===== src/rtl/icsp_loader.sv =====
// PIC16F54 serial in-circuit programming slave: command decode, data latch, program/erase writes.
// Optional readback of program memory is built when ICSP_READBACK_EN is defined.
module icsp_loader (
  input  logic        clk,
  input  logic        rst,
  input  logic        pgm_en,
  input  logic        icsp_clk,
  input  logic        icsp_dat,
  output logic        icsp_dat_out,
  output logic        icsp_dat_oe,
  output logic [8:0]  pgm_adrs,
  output logic [11:0] pgm_data,
  output logic        pgm_we,
  input  logic [11:0] pgm_rdata,
  output logic        cpu_hold,
  output logic        busy
);

  typedef enum logic [2:0] {
    S_IDLE, S_CMD, S_LDATA, S_RDATA, S_PROG, S_ERASE
  } state_t;

  state_t      r_state, w_next;
  logic [1:0]  r_clk_s, r_dat_s, r_en_s;
  logic        r_clk_d;
  logic [3:0]  r_cnt;
  logic [4:0]  r_cmd;
  logic [11:0] r_ld, r_latch;
  logic [8:0]  r_ptr, r_ecnt;
  logic        w_fall, w_rise, w_bit, w_en, w_inc;
  logic [5:0]  w_cmd;

  assign w_fall = r_clk_d & ~r_clk_s[1];
  assign w_rise = ~r_clk_d & r_clk_s[1];
  assign w_bit  = r_dat_s[1];
  assign w_en   = r_en_s[1];
  assign w_cmd  = {w_bit, r_cmd};

`ifdef ICSP_READBACK_EN
  logic [15:0] r_rd;
  logic        r_dout, r_oe, w_cap;
`endif

  always_comb begin
    w_next = r_state;
    w_inc  = 1'b0;
`ifdef ICSP_READBACK_EN
    w_cap  = 1'b0;
`endif
    unique case (r_state)
      S_IDLE:  if (w_en) w_next = S_CMD;
      S_CMD: begin
        if (w_fall && r_cnt == 4'd5) begin
          case (w_cmd)
            6'h02: w_next = S_LDATA;
`ifdef ICSP_READBACK_EN
            6'h04: begin
              w_next = S_RDATA;
              w_cap  = 1'b1;
            end
`endif
            6'h06: w_inc  = 1'b1;
            6'h08: w_next = S_PROG;
            6'h09: w_next = S_ERASE;
            default: ;
          endcase
        end
      end
      S_LDATA: if (w_fall && r_cnt == 4'd15) w_next = S_CMD;
      S_RDATA: if (w_fall && r_cnt == 4'd15) w_next = S_CMD;
      S_PROG:  w_next = S_CMD;
      S_ERASE: if (r_ecnt == 9'd511) w_next = S_CMD;
      default: w_next = S_IDLE;
    endcase
    // Loss of programming mode overrides everything, including a pending write
    if (!w_en) begin
      w_next = S_IDLE;
      w_inc  = 1'b0;
`ifdef ICSP_READBACK_EN
      w_cap  = 1'b0;
`endif
    end
  end

  always_ff @(posedge clk) begin
    if (rst) begin
      r_state <= S_IDLE;
      r_clk_s <= 2'b00;
      r_dat_s <= 2'b00;
      r_en_s  <= 2'b00;
      r_clk_d <= 1'b0;
      r_cnt   <= 4'd0;
      r_cmd   <= 5'd0;
      r_ld    <= 12'hFFF;
      r_latch <= 12'hFFF;
      r_ptr   <= 9'h1FF;
      r_ecnt  <= 9'd0;
    end else begin
      r_clk_s <= {r_clk_s[0], icsp_clk};
      r_dat_s <= {r_dat_s[0], icsp_dat};
      r_en_s  <= {r_en_s[0], pgm_en};
      r_clk_d <= r_clk_s[1];
      r_state <= w_next;
      if (r_state == S_IDLE && w_next == S_CMD)
        r_ptr <= 9'h1FF;
      else if (w_inc)
        r_ptr <= r_ptr + 9'd1;
      if (w_next != r_state || r_state == S_IDLE ||
          r_state == S_PROG || r_state == S_ERASE ||
          (r_state == S_CMD && w_fall && r_cnt == 4'd5))
        r_cnt <= 4'd0;
      else if (w_fall)
        r_cnt <= r_cnt + 4'd1;
      if (r_state == S_CMD && w_fall)
        r_cmd <= {w_bit, r_cmd[4:1]};
      if (r_state == S_LDATA && w_fall &&
          r_cnt >= 4'd1 && r_cnt <= 4'd12)
        r_ld <= {w_bit, r_ld[11:1]};
      if (r_state == S_LDATA && w_next == S_CMD)
        r_latch <= r_ld;
      r_ecnt <= (r_state == S_ERASE) ? r_ecnt + 9'd1 : 9'd0;
    end
  end

`ifdef ICSP_READBACK_EN
  always_ff @(posedge clk) begin
    if (rst) begin
      r_rd   <= 16'd0;
      r_dout <= 1'b0;
      r_oe   <= 1'b0;
    end else begin
      if (w_cap)
        r_rd <= {3'b000, pgm_rdata, 1'b0};
      if (r_state != S_RDATA || w_next != S_RDATA) begin
        r_dout <= 1'b0;
        r_oe   <= 1'b0;
      end else if (w_rise) begin
        r_dout <= r_rd[r_cnt];
        r_oe   <= 1'b1;
      end
    end
  end
  assign icsp_dat_out = r_dout;
  assign icsp_dat_oe  = r_oe;
`else
  logic w_unused;
  assign w_unused     = ^{pgm_rdata, w_rise};
  assign icsp_dat_out = 1'b0;
  assign icsp_dat_oe  = 1'b0;
`endif

  assign cpu_hold = (r_state != S_IDLE);
  assign busy     = (r_state == S_ERASE);
  assign pgm_we   = (r_state == S_PROG) || (r_state == S_ERASE);
  assign pgm_adrs = (r_state == S_ERASE) ? r_ecnt : r_ptr;
  assign pgm_data = (r_state == S_ERASE) ? 12'hFFF : r_latch;

endmodule


===== config.mk =====
export PLATFORM = sky130hd
export DESIGN_NAME = icsp_loader
export DESIGN_NICKNAME = d
export VERILOG_FILES = /design/src/rtl/icsp_loader.sv
export SDC_FILE = /design/constraint.sdc
export NUM_CORES = 1
export LEC_CHECK = 0
export CORE_MARGIN = 1.5
export CORE_UTILIZATION = 53
export CTS_BUF_LIST = sky130_fd_sc_hd__clkbuf_4 sky130_fd_sc_hd__clkbuf_8 sky130_fd_sc_hd__clkbuf_16
export DETAILED_ROUTE_END_ITERATION = 7
export GPL_ROUTABILITY_DRIVEN = 0
export PLACE_DENSITY = 0.85
export SYNTH_ARGS = -nofsm -noshare
export SYNTH_HDL_FRONTEND = slang
export SYNTH_SLANG_ARGS = --single-unit
export TNS_END_PERCENT = 10

===== constraint.sdc =====
create_clock -name clk -period 2.8 [get_ports clk]
set_clock_uncertainty 0.15 [all_clocks]
set_input_delay 0.56 -clock clk [delete_from_list [all_inputs] [get_ports clk]]
set_output_delay 0.56 -clock clk [all_outputs]
set_load 0.03 [all_outputs]

-- Yosys cells after proc, flatten, opt, wreduce, memory -nomap -nowiden
Cells that the tools add are included.
- add/subtract/negate cells: 3
- multiplexer cells: 12
- equal/unequal tests: 14
- reduce and logical (&&, ||, !) cells: 21
- shift operators: 0
- bitwise logic cells: 3
- $lt $le $gt $ge: 2
- divide/modulo/power cells: 0
- multiply operators: 0
- operator list (operator ; number):
    $add A9 B1 Y9 const B ; 2
    $eq A6 B4 Y1 const B ; 2
    $mux W12 ; 1
    $mux W3 ; 4
    $pmux W3 S4 ; 1
    $reduce_or A2 Y1 ; 5
    $eq A9 B9 Y1 const B ; 1
    $logic_and A1 B1 Y1 ; 9
    $mux W9 ; 1
    $pmux W3 S3 ; 1
    $eq A3 B1 Y1 const B ; 2
    $eq A3 B2 Y1 const B ; 2
    $eq A3 B3 Y1 const B ; 2
    $eq A6 B2 Y1 const B ; 1
    $eq A6 B3 Y1 const B ; 1
    $logic_or A1 B1 Y1 ; 5
    $add A4 B1 Y4 const B ; 1
    $eq A4 B3 Y1 const B ; 1
    $eq A4 B4 Y1 const B ; 1
    $ge A4 B1 Y1 const B ; 1
    $le A4 B4 Y1 const B ; 1
    $mux W1 ; 4
    $logic_not A3 Y1 ; 1
    $ne A3 B3 Y1 ; 1
    other kinds (3) ; 4
- word-level logic and storage cells: 66
- latch bits: 0
- bits in registers: 61
- bits in writable memories: 0
- memories: 0
- output and inout bits: 26
- bits in read-only memories: 0

-- Logic depth before layout (Yosys ltp)
Gate-level depths: netlist (run 1).
- depth in word-level cells: 12
- gate-level depth with buffers: 8
- gate-level depth less buffers: 7

-- Worst setup path after synthesis (run 1)
OpenSTA, ideal clock, no wires.
- kind: reg-to-reg
- start: register r_state[1]
- end: register r_ptr[5]
- buffers on the path: 1
- cell stages (with the launch flop): 6
- required time: 2.529 ns
- arrival: 1.981 ns
- setup slack: 0.548 ns
- cells stage by stage: dfxtp_1 buf_6 or4b_4 or3_4 nor4_1 mux2_2
- word-level cells in the longest chain between the ends: 7
- elaborated cells on any way between the ends: 19
- RTL lines (what ; RTL line ; source):
    start: declaration ; 23 ; state_t r_state, w_next;
    start signal: assignment ; 103 ; r_state <= w_next;
    $pmux W3 S3 (tied with other cells) ; 54 ; case (w_cmd)
    $mux W3 or $reduce_or A2 Y1 (tied branches) ; -- ;
    $pmux W3 S4 ; 50 ; unique case (r_state)
    $mux W3 ; 76 ; if (!w_en) begin
    $eq A3 B1 Y1 ; 104 ; if (r_state == S_IDLE && w_next == S_CMD)
    $logic_and A1 B1 Y1 ; 104 ;
    $reduce_or A2 Y1 (no line) ; -- ;
    end signal: assignment ; 107 ; r_ptr <= r_ptr + 9'd1;
    end: declaration ; 29 ; logic [8:0] r_ptr, r_ecnt;
Several ways; a longest one is shown, not always the timed one.
A chain may end at the register's enable or synchronous reset.

-- Final worst setup path (run 1)
- start: register r_state[1]
- end: output pgm_adrs[0]
- word-level cells in the longest chain between the ends: 2
- RTL lines (what ; RTL line ; source):
    $eq A3 B3 Y1 ; 155 ; assign pgm_adrs = (r_state == S_ERASE) ? r_ecnt : r_ptr;
    $mux W9 ; 155 ;
    end: declaration ; 11 ; output logic [8:0] pgm_adrs,
No other way between the ends.

==> flow_summary.toml, run 1 <==
[synth]
synth_cell_types = 42
async_flop_share = 0
ys.flop_type = "dfxtp_1"
syn_inst = 302
ys_seq_elements = 61
yosys_warnings = 0
yosysSeqAreaShare = 0.439
synth_top_family_by_area = "simple AND/OR/NAND/NOR gates"
synth-edff-count = 0
synth-compound-area-share = 0.0504
postSynthAreaPerCell_um2 = 9.21
syn_area_mm2 = 0.00278
muxShareOfSynthArea = 0.141
synth_fa_ha_area_frac = 0.0315
synth_xor_area_frac = 0.0315
synth-simple-area-share = 0.267

[placement]
hpwl_um = 3670
port_buffers = 28
dp.cells = 393

[worst_setup_path]
cp-start-kind = "flop"
critPathMaxFanout = 11
end_kind = "output pin"
critPathArrivalTime_ns = 1.99
cp.required_ns = 2.09
path_cells = "nand3b_1, buf_12, mux2_2, clkdlybuf4s50_1"
path_class = "flop to output pin"
critPathMaxStageDelay_ns = 0.59
critical_path.slowest_cell = "clkdlybuf4s50_1"
critPathBufInv = 2
cp_top_family = "buffers and inverters"
r2r_start = "r_state[2]"
crit_start = "r_state[1]"

[floorplan]
io_pins = 43
fp.coreArea_mm2 = 0.00507
die-area_mm2 = 0.00569
rows = 26
initial_utilization = 0.548
die_h_um = 75.5
fp.dieW_um = 75.5

[global_route]
grt.overflow.total = 0
grt_pass1_wl_um = 8350
antenna_found_initial = 0
grt_max_degree = 27
gr-usage-all-layers = 0.198
first_global_vias = 1903

[route]
drc = 0
routed_wl_um = 5180
route.vias.total = 2151
detail-route-antenna-nets = 0
wl_per_cell_um = 12.6
dr.pass1.iters = 4
drt_iter0_drc = 63
via_per_inst = 5.25

[layout]
drive_gt1_frac = 0.165
layout.cells.most_common = "dfxtp_1"
insertedDiodeCount = 0
area_growth_pct = 20.0
layout.nets = 359
mostFrequentLayoutCells = "60 x dfxtp_1, 45 x nand2_1, 29 x mux2i_1"
instances_no_fill = 410

[pwr]
p_per_area_mw_per_mm2 = 525
p_leak_uw = 0.00133
vdd_drop_max_mv = 0.446

[run_status]
status = "finished, final reports clean"

[clock_network]
cts_sinks = 61
cts_inserted_buffers = 9
hold_buffers = 0
tritoncts = "yes"
cts_root_buf = "clkbuf_8"
worstSkewPairLatency_ns = 0.34
cts_buffer_depth = 2
cts_max_level = 3
clk_pin_slew_ns = 0.06

[sta]
setup_viol = 0
period_needed_ns = 2.70
worstMarginPinSlew_ns = 0.644
rsz0062_at_grt = "false"
setup_tns_ns = 0
slew_headroom = 0.571
slew_viol_final = 0
max_freq_ghz = 0.370
hold_viol_final = 0
fin_crit_sh = 0.966

[min_path]
min_path_type = "flop to flop"
hp-start = "r_dat_s[0]"

[flow_run]
maxCapViolations = 0
## routing by layer
layer | wire length (µm) | vias up | GRT usage
li1 | - | 1104 | -
met1 | 2420 | 1003 | 0.239
met2 | 2430 | 36 | 0.317
met3 | 254 | 8 | 0.0847
met4 | 70 | 0 | 0.0675
met5 | 0 | - | 0
## timing repair
action,CTS,global route
pin swaps,0,0
resized for setup,3,1
buffers inserted,1,0
endpoints found under the setup margin,7,4
## cell usage after synthesis (3+ instances only)
master / number / share of area
a31oi_1: 6 / 0.013
nand2_1: 45 / 0.061
nand2b_1: 16 / 0.036
inv_1: 7 / 0.0094
mux2_2: 9 / 0.036
and4_1: 5 / 0.016
ha_1: 7 / 0.031
mux2i_1: 29 / 0.10
dfxtp_1: 61 / 0.44
and3_1: 9 / 0.020
nor3_1: 9 / 0.016
nor2_1: 17 / 0.023
nand3_1: 6 / 0.011
clkbuf_1: 11 / 0.015
xnor2_1: 6 / 0.019
xor2_1: 4 / 0.013
a21oi_1: 4 / 0.0072
o21ai_0: 11 / 0.020
and2_1: 3 / 0.0067
nor2b_1: 9 / 0.020
## logic make-up after synthesis
family                     Yosys count
and+or+nand+nor                    137
DFF                                 61
muxes                               38
AOI/OAI and AO/OA                   24
buffers and inverters               24
xor gates and xnor gates            10
adders and majority gates            7
other                                1
## sequential cells by signal, indices dropped and copies added (netlist names)
register and flops:
r_clk_d 1, r_ecnt 9, r_en_s 2, r_ptr 9, r_dat_s 2, r_state 3
r_ld 12, r_cmd 5, r_clk_s 2, r_cnt 4, r_latch 12
## stage by stage
stage               setup WS, ns  hold WS (ns)  total power, µW  utilization  instance area (µm²)
CTS                      0.00201         0.294             1780        0.658                 3340
detailed placement         0.282         0.278              933        0.612                 3110
global placement           0.289         0.268              932        0.612                 3110
finish                    0.0952         0.283             1750        0.658                 3340
floorplan                  0.548         0.264              920            -                 2790
global route              0.0104         0.320             1820        0.658                 3340
## worst paths after layout
check             slack (ns)           to  cells past startpoint
hold / removal          0.28   r_dat_s[1]                      1
setup / recovery         0.1  pgm_adrs[0]                      4
hold reg to reg         0.28   r_dat_s[1]                      1
setup reg to reg        0.37      r_ld[6]                      5
## area by class of cell
class | instances | area, µm²
tap | 70 | 87.6
inverter | 7 | 26.3
fill | 434 | 1740
timing repair buffer | 38 | 327
clock inverter | 5 | 75.1
sequential | 61 | 1220
multi-input combinational | 218 | 1460
clock buffer | 11 | 139
## power by group
part | switching, µW | internal, µW | total (µW)
clock network | 326 | 516 | 842
logic | 21.4 | 15.7 | 37.0
registers | 3.59 | 873 | 876
total | 351 | 1400 | 1750
Power figures use the tool's default switching activity.
==> run 2, diff against run 1 <==
--- a/config.mk
+++ b/config.mk
@@ -5,12 +5,14 @@
 export SDC_FILE = /design/constraint.sdc
 export NUM_CORES = 1
 export LEC_CHECK = 0
+export CORE_ASPECT_RATIO = 1.1
 export CORE_MARGIN = 1.5
 export CORE_UTILIZATION = 53
 export CTS_BUF_LIST = sky130_fd_sc_hd__clkbuf_4 sky130_fd_sc_hd__clkbuf_8 sky130_fd_sc_hd__clkbuf_16
 export DETAILED_ROUTE_END_ITERATION = 7
 export GPL_ROUTABILITY_DRIVEN = 0
-export PLACE_DENSITY = 0.85
+export PLACE_DENSITY = 0.84
+export REMOVE_ABC_BUFFERS = 1
 export SYNTH_ARGS = -nofsm -noshare
 export SYNTH_HDL_FRONTEND = slang
 export SYNTH_SLANG_ARGS = --single-unit
==> run 2 against run 1 <==
Against the previous run: core utilization rose by 0.32 points; cell area fell by 0.34%; critical path depth did not move; fmax barely moved; largest cell class unchanged.
==> flow_summary.toml, run 2 (same netlist as run 1, synthesis figures left out) <==
[placement]
port_buffers = 28
dp.cells = 382
hpwl_um = 3640
place_ws_ns = 0.372

[layout]
layout.cells.most_common = "dfxtp_1"
layout.nets = 359
insertedDiodeCount = 0
instances_no_fill = 398
drive_gt1_frac = 0.162
largestRegisters = "r_latch x12, r_ld x12"
nFillCells = 399
mostFrequentLayoutCells = "61 x dfxtp_1, 45 x nand2_1, 29 x mux2i_1"
area_growth_pct = 19.6

[clock_network]
cts_inserted_buffers = 9
tritoncts = "yes"
worstSkewPairLatency_ns = 0.33
cts_buffer_depth = 2
cts_sinks = 61
postCtsSetupBuffers = 0
cts_root_buf = "clkbuf_8"
clk_pin_slew_ns = 0.07
cts_max_level = 3

[worst_setup_path]
critPathMaxFanout = 22
cp.required_ns = 2.09
path_class = "flop to output pin"
end_kind = "output pin"
cp-start-kind = "flop"
r2r_setup_slack_ns = 0.20
critPathArrivalTime_ns = 2.00

[pwr]
swShare = 0.209
p_int_uw = 1410
clockPowerShare = 0.488
pwr-share-seq = 0.491
switchingPower_uw = 373
power.share.combinational = 0.021
p_leak_uw = 0.00133
p_per_area_mw_per_mm2 = 536
vdd_drop_max_mv = 0.352
total_power_uw = 1780

[route]
drt_iter0_drc = 171
drc = 0
routed_wl_um = 5470
route.vias.total = 2172
detail-route-antenna-nets = 0
via_per_inst = 5.46
dr.pass1.iters = 4
wl_per_cell_um = 13.7

[floorplan]
rows = 27
fp.dieW_um = 72.1
initial_utilization = 0.553
io_pins = 43
die-area_mm2 = 0.00569
die_h_um = 79.0
fp.coreArea_mm2 = 0.00503

[min_path]
min_path_type = "flop to flop"

[global_route]
gr-usage-all-layers = 0.206
grt_max_degree = 25
antenna_found_initial = 0
first_global_vias = 2095
grt_pass1_wl_um = 9220
grt.overflow.total = 0

[sta]
fin_crit_sh = 0.966
period_needed_ns = 2.71
setup_tns_ns = 0
rsz0062_at_grt = "false"
setup_slack_ns = 0.0942
slew_headroom = 0.567
max_freq_ghz = 0.370
slew_viol_final = 0
hold_viol_final = 0
setup_viol = 0
worstMarginPinSlew_ns = 0.649

[run_status]
status = "finished, final reports clean"

[flow_run]
maxCapViolations = 0
==> run 2: stage by stage <==
stage	hold WS (ns)	cell area, µm²	util
global route	0.317	3330	0.661
finish	0.293	3330	0.661
CTS	0.295	3320	0.660
detailed placement	0.279	3100	0.616
floorplan	0.264	2710	-
global placement	0.272	3100	0.616
==> run 2: final cells by class <==
type | count | area (µm²) | share of cell area
Multi-Input combinational cell | 218 | 1460 | 0.439
Sequential cell | 61 | 1220 | 0.367
Timing Repair Buffer | 38 | 322 | 0.0966
Clock buffer | 10 | 138 | 0.0414
Clock inverter | 6 | 86.3 | 0.0259
Tap cell | 58 | 72.6 | 0.0218
Inverter | 7 | 26.3 | 0.00789
==> run 2: critical path, cell delays in order (launching register included) <==
cell	delay [ns]
dfxtp_1	0.37
nand3b_1	0.12
buf_6	0.22
mux2_2	0.36
clkdlybuf4s50_1	0.59
==> run 2: final timing paths <==
kind,from,cells after the start,to
min reg2reg,r_en_s[0],1,r_en_s[1]
max reg2reg,r_state[1],5,r_ptr[7]
max,r_state[2],4,pgm_adrs[0]
min,r_en_s[0],1,r_en_s[1]
==> run 2: what timing repair did <==
action,in CTS,in global routing
cloned,0,0
hold buffers,0,0
gates resized for setup,2,2
hold endpoints to repair,0,0
setup endpoints to repair,2,5
==> run 2: metal layers <==
metal | GRT usage | part of all wire | vias to the layer above | wire length (µm)
li1 | - | - | 1093 | -
met2 | 0.336 | 0.47 | 53 | 2590
met3 | 0.0533 | 0.044 | 14 | 241
met1 | 0.235 | 0.46 | 1012 | 2520
met5 | 0 | 0 | - | 0
met4 | 0.138 | 0.022 | 0 | 123
==> run 2: power groups by stage <==
stage	Clock, µW	Sequential, µW	Combinational, µW
CTS	891	875	38.1
finish	871	875	37.9
global placement	0	895	37.1
detailed placement	0	895	37.8
floorplan	0	894	20.1
global route	935	876	41.2
==> run 3, diff against run 2 <==
--- a/config.mk
+++ b/config.mk
@@ -5,13 +5,14 @@
 export SDC_FILE = /design/constraint.sdc
 export NUM_CORES = 1
 export LEC_CHECK = 0
+export ABC_AREA = 1
 export CORE_ASPECT_RATIO = 1.1
 export CORE_MARGIN = 1.5
-export CORE_UTILIZATION = 53
+export CORE_UTILIZATION = 54
 export CTS_BUF_LIST = sky130_fd_sc_hd__clkbuf_4 sky130_fd_sc_hd__clkbuf_8 sky130_fd_sc_hd__clkbuf_16
 export DETAILED_ROUTE_END_ITERATION = 7
 export GPL_ROUTABILITY_DRIVEN = 0
-export PLACE_DENSITY = 0.84
+export PLACE_DENSITY = 0.85
 export REMOVE_ABC_BUFFERS = 1
 export SYNTH_ARGS = -nofsm -noshare
 export SYNTH_HDL_FRONTEND = slang
==> run 3 against run 2 <==
Against the previous run: largest power group is now clock; clock power is 1% higher; fmax is 3.5% higher; die area is 1.9% higher.
==> flow_summary.toml, run 3 <==
[run_status]
status = "finished, final reports clean"

[clock_network]
cts_sinks = 61
clk_pin_slew_ns = 0.06
hold_buffers = 0
cts_max_level = 3
cts_root_buf = "clkbuf_8"
worstSkewPairLatency_ns = 0.34
cts_buffer_depth = 2
cts_inserted_buffers = 9
tritoncts = "yes"
postCtsSetupBuffers = 0

[worst_setup_path]
r2r_setup_slack_ns = 0.33
r2r_start = "r_ecnt[0]"
r2r_cells = 13
end_kind = "output pin"
cp.required_ns = 2.09
path_class = "flop to output pin"
cp-start-kind = "flop"
r2r-end = "r_latch[11]"
critPathMaxFanout = 27
critPathArrivalTime_ns = 1.91

[synth]
syn_inst = 398
ys_seq_elements = 61
syn_area_mm2 = 0.00289
postSynthAreaPerCell_um2 = 7.26
yosys_warnings = 0
synth_area_leaders = "dfxtp_1 42%, nand2_1 12%, nand3_1 8.0%"
async_flop_share = 0
yosysSeqAreaShare = 0.423
synth_top_area_frac = 0.423
synth-edff-count = 0
ys.flop_type = "dfxtp_1"
synth.most_common_cell = "nand2_1"
synth_top_cell_by_area = "dfxtp_1"
ys_top_cells_by_count = "93 x nand2_1, 61 x dfxtp_1, 46 x nand3_1"
synth_cell_types = 31

[layout]
largestRegisters = "r_latch x12, r_ld x12"
multi_input_area_mm2 = 0.00143
area_growth_pct = 17.7
nFillCells = 433
insertedDiodeCount = 0
ff_latch_area_mm2 = 0.00122
instances_no_fill = 490
layout.nets = 451
mostFrequentLayoutCells = "93 x nand2_1, 61 x dfxtp_1, 46 x nand3_1"
layout.cells.most_common = "nand2_1"
design_area_mm2 = 0.00340
drive_gt1_frac = 0.120

[pwr]
swShare = 0.201
total_power_uw = 1810
p_leak_uw = 0.00151
p_int_uw = 1440
vdd_drop_max_mv = 0.394
switchingPower_uw = 363
power.share.combinational = 0.025
p_per_area_mw_per_mm2 = 531
pwr-share-seq = 0.486
clockPowerShare = 0.489

[route]
drc = 0
wl_met3_um = 227
detail-route-antenna-nets = 0
highest_layer = "met4"
wl_per_cell_um = 12.0
route.vias.total = 2595
drt_iter0_drc = 174
dr.pass1.iters = 4
drt-met1-wl_um = 2580
routed_wl_um = 5900
dr_wl_met2_um = 3000
via_per_inst = 5.30

[floorplan]
fp.dieW_um = 72.8
die-area_mm2 = 0.00580
die_h_um = 79.7
io_pins = 43
fp.coreArea_mm2 = 0.00507
initial_utilization = 0.570
rows = 27

[global_route]
antenna_found_initial = 0
grt.overflow.total = 0
grt_pass1_wl_um = 10400
gr-usage-all-layers = 0.233
first_global_vias = 2462
grt_max_degree = 33

[min_path]
min_to = "r_en_s[1]"
min_path_type = "flop to flop"
hp-start = "r_en_s[0]"
min_path_cells = 2

[placement]
place_ws_ns = 0.303
dp.cells = 474
port_buffers = 28
place_area_mm2 = 0.00320
hpwl_um = 4130

[sta]
max_freq_ghz = 0.382
fin_crit_sh = 0.934
setup_tns_ns = 0
period_needed_ns = 2.62
setup_slack_ns = 0.185
hold_viol_final = 0
rsz0062_at_grt = "false"
slew_viol_final = 0
setup_viol = 0

[flow_run]
maxCapViolations = 0
[run 3: cell count changes in the layout (fill, tap and decap cells not counted), moves of 7 or more]
cell           previous run  this run
nand2_1                  45        93
nand3_1                   6        46
inv_1                     7        37
mux2i_1                  29         0
nand4_1                   0        22
nor2_1                   17        38
buf_4                    24         6
dlygate4sd2_1             2        20
nand2b_1                 16         0
or2_2                     0        12
and3_1                    9         0
mux2_2                    9         0
nor2b_1                   9         0
a21oi_1                   4        11
[run 3: layer usage]
metal / up-vias / track usage
met5: - / 0
met2: 53 / 0.394
met4: 0 / 0.106
met3: 9 / 0.0644
met1: 1187 / 0.270
li1: 1346 / -
[run 3: power groups by stage]
stage	Combinational, µW	Clock (µW)	Sequential [µW]
after CTS	45.2	901	877
after global routing	50.2	945	877
final	45.0	884	877
after detailed placement	44.7	0	897
after floorplan	26.7	0	895
after global placement	44.2	0	896
[run 3: per-stage QoR]
step	utilization	hold WS (ns)
after global routing	0.672	0.267
after CTS	0.671	0.254
after detailed placement	0.631	0.245
final	0.672	0.253
after global placement	0.631	0.242
after floorplan	-	0.238
[run 3: worst max-delay path by stage]
| stage | start | to | slack [ns] | cells after the start |
|---|---|---|---|---|
| floorplan | r_state[2] | pgm_adrs[3] | 0.06 | 4 |
| global placement | r_state[2] | pgm_adrs[4] | 0.34 | 6 |
| detailed placement | r_state[2] | pgm_adrs[4] | 0.30 | 6 |
| CTS | r_state[2] | busy | 0.06 | 4 |
| global route | r_state[2] | pgm_adrs[6] | 0.05 | 6 |
| finish | r_state[2] | pgm_adrs[1] | 0.18 | 7 |
[run 3: final cells by class]
cell class                 instances  share of cell area
multi-input combinational        279               0.419
sequential                        61               0.359
timing repair buffer              33              0.0860
inverter                          43              0.0474
clock buffer                      12              0.0467
tap                               58              0.0213
clock inverter                     4              0.0206
[run 3: kinds of logic after synthesis]
group,after synthesis,share of synthesized area
DFF,61,0.423
xor gates and xnor gates,8,0.0242
and+or+nand+nor,230,0.378
buffers and inverters,59,0.0853
other,1,0.00130
AOI/OAI and AO/OA,32,0.0580
adders and majority gates,7,0.0303
[run 3: repair_timing]
action                                  4_1_cts  5_1_grt
gates resized for setup                      20        1
pin swaps                                     0        0
endpoints found under the setup margin       20        1
[run 3: critical path, stage by stage, from the launching register on]
cell and delay [ns]:
dfxtp_1 0.44, inv_1 0.13, nor3_4 0.11, buf_4 0.27, inv_2 0.12, nand2_1 0.09
nand2_1 0.04, dlygate4sd2_1 0.34
